`config.mk`:
```
export PLATFORM = sky130hd
export DESIGN_NAME = sample_ram_arbiter
export DESIGN_NICKNAME = d
export VERILOG_FILES = /design/src/rtl/sample_ram_arbiter.sv
export SDC_FILE = /design/constraint.sdc
export NUM_CORES = 1
export LEC_CHECK = 0
export BUFFER_PORTS_ARGS = -buffer_cell sky130_fd_sc_hd__clkbuf_2
export CAP_MARGIN = 20
export CORE_UTILIZATION = 50
export CTS_BUF_LIST = sky130_fd_sc_hd__clkbuf_4
export CTS_CLUSTER_DIAMETER = 200
export DETAILED_ROUTE_END_ITERATION = 12
export PLACE_DENSITY = 0.81
export SLEW_MARGIN = 20
export SYNTH_ARGS = -nofsm -noshare
export SYNTH_HDL_FRONTEND = slang
export SYNTH_SLANG_ARGS = --single-unit
```
`constraint.sdc`:
```
create_clock -name clk_clk -period 2.5 [get_ports clk_clk]
set_clock_uncertainty 0.1 [all_clocks]
set_input_delay 0.25 -clock clk_clk [delete_from_list [all_inputs] [get_ports clk_clk]]
set_output_delay 0.25 -clock clk_clk [all_outputs]
set_load 0.01 [all_outputs]
```
`src/rtl/sample_ram_arbiter.sv`:
```
`default_nettype none
// sample_ram_arbiter: shares one sample-RAM port between a ring-buffer writer and a random-access reader.
// Round-robin arbitration, registered RAM command, pipelined read return. Rev 1.0
module sample_ram_arbiter #(
  parameter int ADDR_W = 9,
  parameter int DATA_W = 16,
  parameter int BE_W   = 2,
  parameter int RD_LAT = 1
) (
  input  logic              clk_clk,
  input  logic              reset_reset_n,
  input  logic              cap_en,
  input  logic              cap_clear,
  input  logic              smp_valid,
  input  logic [DATA_W-1:0] smp_data,
  output logic              smp_ready,
  input  logic              rd_req,
  input  logic [ADDR_W-1:0] rd_addr,
  output logic              rd_gnt,
  output logic              rd_valid,
  output logic [DATA_W-1:0] rd_data,
  output logic [ADDR_W-1:0] wr_ptr,
  output logic [ADDR_W:0]   fill_cnt,
  output logic              wrapped,
  output logic [ADDR_W-1:0] mem_address,
  output logic              mem_chipselect,
  output logic              mem_clken,
  output logic              mem_write,
  output logic [DATA_W-1:0] mem_writedata,
  output logic [BE_W-1:0]   mem_byteenable,
  input  logic [DATA_W-1:0] mem_readdata
);

  localparam logic [ADDR_W-1:0] c_PTR_MAX  = {ADDR_W{1'b1}};
  localparam logic [ADDR_W:0]   c_FILL_MAX = {1'b1, {ADDR_W{1'b0}}};

  logic w_wreq;
  logic w_rreq;
  logic w_wwin;
  logic w_rwin;

  logic              prio_q;  // 0: writer favoured, 1: reader favoured
  logic [ADDR_W-1:0] wr_ptr_q;
  logic [ADDR_W-1:0] wr_ptr_d;
  logic [ADDR_W:0]   fill_q;
  logic [ADDR_W:0]   fill_d;
  logic              wrapped_q;
  logic              wrapped_d;

  logic              clken_q;
  logic              cs_q;
  logic              we_q;
  logic [ADDR_W-1:0] addr_q;
  logic [DATA_W-1:0] wdata_q;
  logic [BE_W-1:0]   be_q;

  logic [RD_LAT:0]   vld_q;
  logic              rd_valid_q;
  logic [DATA_W-1:0] rd_data_q;

  // Grants are gated by reset so no combinational grant leaks out while held in reset.
  assign w_wreq = reset_reset_n & smp_valid & cap_en & ~cap_clear;
  assign w_rreq = reset_reset_n & rd_req;
  assign w_wwin = w_wreq & (~w_rreq | ~prio_q);
  assign w_rwin = w_rreq & (~w_wreq | prio_q);

  always_comb begin
    wr_ptr_d  = wr_ptr_q;
    fill_d    = fill_q;
    wrapped_d = wrapped_q;
    if (cap_clear) begin
      wr_ptr_d  = '0;
      fill_d    = '0;
      wrapped_d = 1'b0;
    end else if (w_wwin) begin
      wr_ptr_d = wr_ptr_q + 1'b1;
      if (fill_q != c_FILL_MAX) begin
        fill_d = fill_q + 1'b1;
      end
      if (wr_ptr_q == c_PTR_MAX) begin
        wrapped_d = 1'b1;
      end
    end
  end

  always_ff @(posedge clk_clk or negedge reset_reset_n) begin
    if (!reset_reset_n) begin
      prio_q    <= 1'b0;
      wr_ptr_q  <= '0;
      fill_q    <= '0;
      wrapped_q <= 1'b0;
    end else begin
      wr_ptr_q  <= wr_ptr_d;
      fill_q    <= fill_d;
      wrapped_q <= wrapped_d;
      if (w_wwin | w_rwin) begin
        prio_q <= w_wwin;
      end
    end
  end

  // Memory command is registered; address/data hold when idle.
  always_ff @(posedge clk_clk or negedge reset_reset_n) begin
    if (!reset_reset_n) begin
      clken_q <= 1'b0;
      cs_q    <= 1'b0;
      we_q    <= 1'b0;
      addr_q  <= '0;
      wdata_q <= '0;
      be_q    <= '0;
    end else begin
      clken_q <= 1'b1;
      cs_q    <= w_wwin | w_rwin;
      we_q    <= w_wwin;
      if (w_wwin) begin
        addr_q  <= wr_ptr_q;
        wdata_q <= smp_data;
        be_q    <= '1;
      end else if (w_rwin) begin
        addr_q <= rd_addr;
        be_q   <= '1;
      end
    end
  end

  always_ff @(posedge clk_clk or negedge reset_reset_n) begin
    if (!reset_reset_n) begin
      vld_q      <= '0;
      rd_valid_q <= 1'b0;
      rd_data_q  <= '0;
    end else begin
      vld_q      <= {vld_q[RD_LAT-1:0], w_rwin};
      rd_valid_q <= vld_q[RD_LAT];
      if (vld_q[RD_LAT]) begin
        rd_data_q <= mem_readdata;
      end
    end
  end

  assign smp_ready      = w_wwin;
  assign rd_gnt         = w_rwin;
  assign rd_valid       = rd_valid_q;
  assign rd_data        = rd_data_q;
  assign wr_ptr         = wr_ptr_q;
  assign fill_cnt       = fill_q;
  assign wrapped        = wrapped_q;
  assign mem_address    = addr_q;
  assign mem_chipselect = cs_q;
  assign mem_clken      = clken_q;
  assign mem_write      = we_q;
  assign mem_writedata  = wdata_q;
  assign mem_byteenable = be_q;

endmodule
`default_nettype wire

```
==> metrics <==
commonest non-fill, non-tap cells in the layout clkbuf_2, nand2_1, dfrtp_1, dlygate4sd3_1, mux2_2; FMAX 0.435 GHz; dpl hpwl 4.83 mm; total gr overflow 0; synth warn 0; clk root buf clkbuf_4; Seq cells post-synth 69; wire length per cell 14.8 um; Final GP Congestion 0.819; largest net degree at the start of global routing 53; core area 0.00557 sq mm; Resized Gates After CTS 0; largest family of logic cells by synthesized area simple AND/OR/NAND/NOR gates; most used routing layer met2; CTS clk-pin slew, worst paths 0.11 ns; most common cell after layout, fill and taps aside clkbuf_2; critical hold path startpoint rd_addr[6]; Routed Antenna Nets 0; Setup Buffers After CTS 0; total CTS buffers 9; Peak VDD IR 370 uV; PnR Total Power 2.37 mW; diode count 0; register area share after synthesis 0.592; Crit Path Class reg2out; Post-Synth Simple-Gate Area 0.199; DR pass1 iterations 5; unrepaired setup endpoints after global routing false; DRT Wirelength 7.58 mm; proportion of synthesized area in mux cells 0.0759; CP startpoint prio_q$_DFFE_PN0P_; PD cells 583 mW/mm^2; worst slew pin tran 0.688 ns; Initial Util 0.523; HP Class in2reg; Net Sw Frac 0.297; DR vias 2655; Placement Rows 27; I/O pin total 116; Req. time, crit path 2.15 ns; max-cap viol count 0; syn avg cell area 10.6 sq um; port buffer count 115; fin crit period 2.30 ns; Net Sw Power 0.705 mW; Syn Std Cell Area 0.00292 sq mm; GR Util met2 0.448; Layout Nets 486; met3 Track Usage GR 0.0570; combinational share of power 0.191; final setup TNS 0 ns; XOR/XNOR share of the synthesized area 0.0210; Yosys cell types 40; clock share of power 0.258; final slew viol count 0; slew margin rel. 0.542; Mapped Nets 327; Max Buffers Root-to-Sink 2; Compound-Gate Fraction of Synth Area 0.0644; Clock Latency Late Sink 0.41 ns; share of cells above drive strength 1 0.357; H-tree depth 3; Total Die Area 0.00614 sq mm; clock sink total 69; GRT met1 Usage 0.338; Critical R2R Launch prio_q$_DFFE_PN0P_; Crit. End Element output pin; CP Launch Type register; Int Pwr 1.67 mW; adder-cell share of the synthesized area 0.0172; DRC viols 0; Leak 2.12 nW; initial antenna violation count 0; Reg power frac 0.552; critical path arrival 1.95 ns; Die Wd 78.4 um; All-Layer GR Usage 0.268; Detailed Route Iter0 Violations 109; vias in the first global route 2602; Gate Count Post-Synth 276; status completed; # setup viols final 0; area delta synth->final 39.6%; Fin. Hold Viols 0; global-route wire length before repair 12.5 mm; vias per cell 5.19; Die Span Y 78.4 um; crit share post-route 0.919; worst-path maximum fanout 26; TritonCTS clock tree built
[cell usage after synthesis]
library cell / instances / area, sq um
nand2_1: 76 / 285
dfrtp_1: 69 / 1730
mux2_2: 17 / 191
o21ai_0: 11 / 55.1
a21oi_1: 10 / 50.1
nor2_1: 10 / 37.5
nand3_1: 7 / 35.0
a22oi_1: 6 / 45.0
nand4_1: 6 / 37.5
clkbuf_1: 5 / 18.8
inv_1: 5 / 18.8
nor3_1: 5 / 25.0
and4_1: 4 / 35.0
buf_2: 4 / 20.0
ha_1: 4 / 50.1
xor2_1: 4 / 35.0
mux2i_1: 3 / 30.0
xnor2_1: 3 / 26.3
a21o_1: 2 / 15.0
and2_1: 2 / 12.5
and3_1: 2 / 12.5
nand3b_1: 2 / 15.0
nor4_1: 2 / 12.5
a31o_2: 1 / 8.76
a31oi_1: 1 / 6.26
and3b_1: 1 / 8.76
and4b_1: 1 / 10.0
buf_1: 1 / 3.75
buf_4: 1 / 7.51
buf_6: 1 / 11.3
conb_1: 1 / 3.75
inv_2: 1 / 3.75
nand2_4: 1 / 11.3
nand2b_1: 1 / 6.26
nand4b_1: 1 / 8.76
nor2b_1: 1 / 6.26
nor4b_1: 1 / 8.76
o31ai_1: 1 / 7.51
or3_1: 1 / 6.26
or4_1: 1 / 7.51
[worst paths after layout]
| path | end | slack (ns) | depth (start not counted) |
|---|---|---|---|
| worst max-delay path | smp_ready | 0.20 | 4 |
| worst min-delay path | mem_address[6]$_DFFE_PN0P_ | 0.04 | 3 |
| worst max register to register | fill_cnt[8]$_DFFE_PN0P_ | 0.54 | 5 |
| worst min register to register | vld_q[1]$_DFF_PN0_ | 0.27 | 0 |
| max in group asynchronous | rd_data[2]$_DFFE_PN0P_ | 1.15 | 4 |
| min in group asynchronous | fill_cnt[3]$_DFFE_PN0P_ | 0.24 | 3 |
[state kept, by name, indices dropped and copies added (netlist names), 2 cells and up]
signal / flops
mem_address: 9
fill_cnt: 10
wr_ptr: 9
vld_q: 2
rd_data: 16
mem_writedata: 16
[power by group through the flow]
stage | clock, mW | sequential (mW) | combinational, mW
after global placement | 0 | 1.32 | 0.390
after CTS | 0.628 | 1.30 | 0.447
after global routing | 0.672 | 1.32 | 0.499
after floorplan | 0 | 1.37 | 0.134
after detailed placement | 0 | 1.33 | 0.398
final | 0.612 | 1.31 | 0.452
[area by class of cell]
cell class,instances,area (sq um)
Tap cell,72,90.1
Clock buffer,10,75.1
Fill cell,405,1500
Multi-Input combinational cell,189,1110
Clock inverter,6,38.8
Sequential cell,69,1730
Timing Repair Buffer,160,1010
Inverter,6,22.5
[per-layer routing]
| metal | vias to the layer above | wire (um) |
|---|---|---|
| met1 | 1265 | 3200 |
| li1 | 1260 | - |
| met3 | 18 | 516 |
| met4 | 0 | 178 |
| met2 | 112 | 3680 |
| met5 | - | 0 |
[timing repair]
item | in CTS | in global routing
hold buffers | 39 | 0
endpoints found under the setup margin | 0 | 0
hold endpoints to repair | 55 | 0
[critical path, stage by stage (launching register included)]
cell,delay [ns]
dfrtp_1,0.42
nand2_1,0.24
nand2_4,0.23
inv_2,0.41
clkbuf_2,0.23
[per-stage QoR]
stage | util | hold WS (ns) | cells | instance area, sq um | setup slack [ns]
after CTS | 0.730 | 0.0285 | 512 | 4070 | 0.187
after floorplan | - | -0.146 | 276 | 2920 | 0.986
after global routing | 0.730 | 0.0579 | 512 | 4070 | 0.0590
after detailed placement | 0.640 | 0.141 | 457 | 3570 | 0.405
final | 0.730 | 0.0435 | 512 | 4070 | 0.203
after global placement | 0.640 | 0.138 | 457 | 3570 | 0.480
[logic make-up (layout without fill, tap and decap cells)]
family / Yosys count / in the layout
and+or+nand+nor: 125 / 125
DFF: 69 / 69
AOI/OAI and AO/OA: 32 / 32
muxes: 20 / 20
buffers and inverters: 18 / 182
xor gates and xnor gates: 7 / 7
adders and majority gates: 4 / 4
other: 1 / 1
No activity file was read; power rests on OpenSTA's default activity.
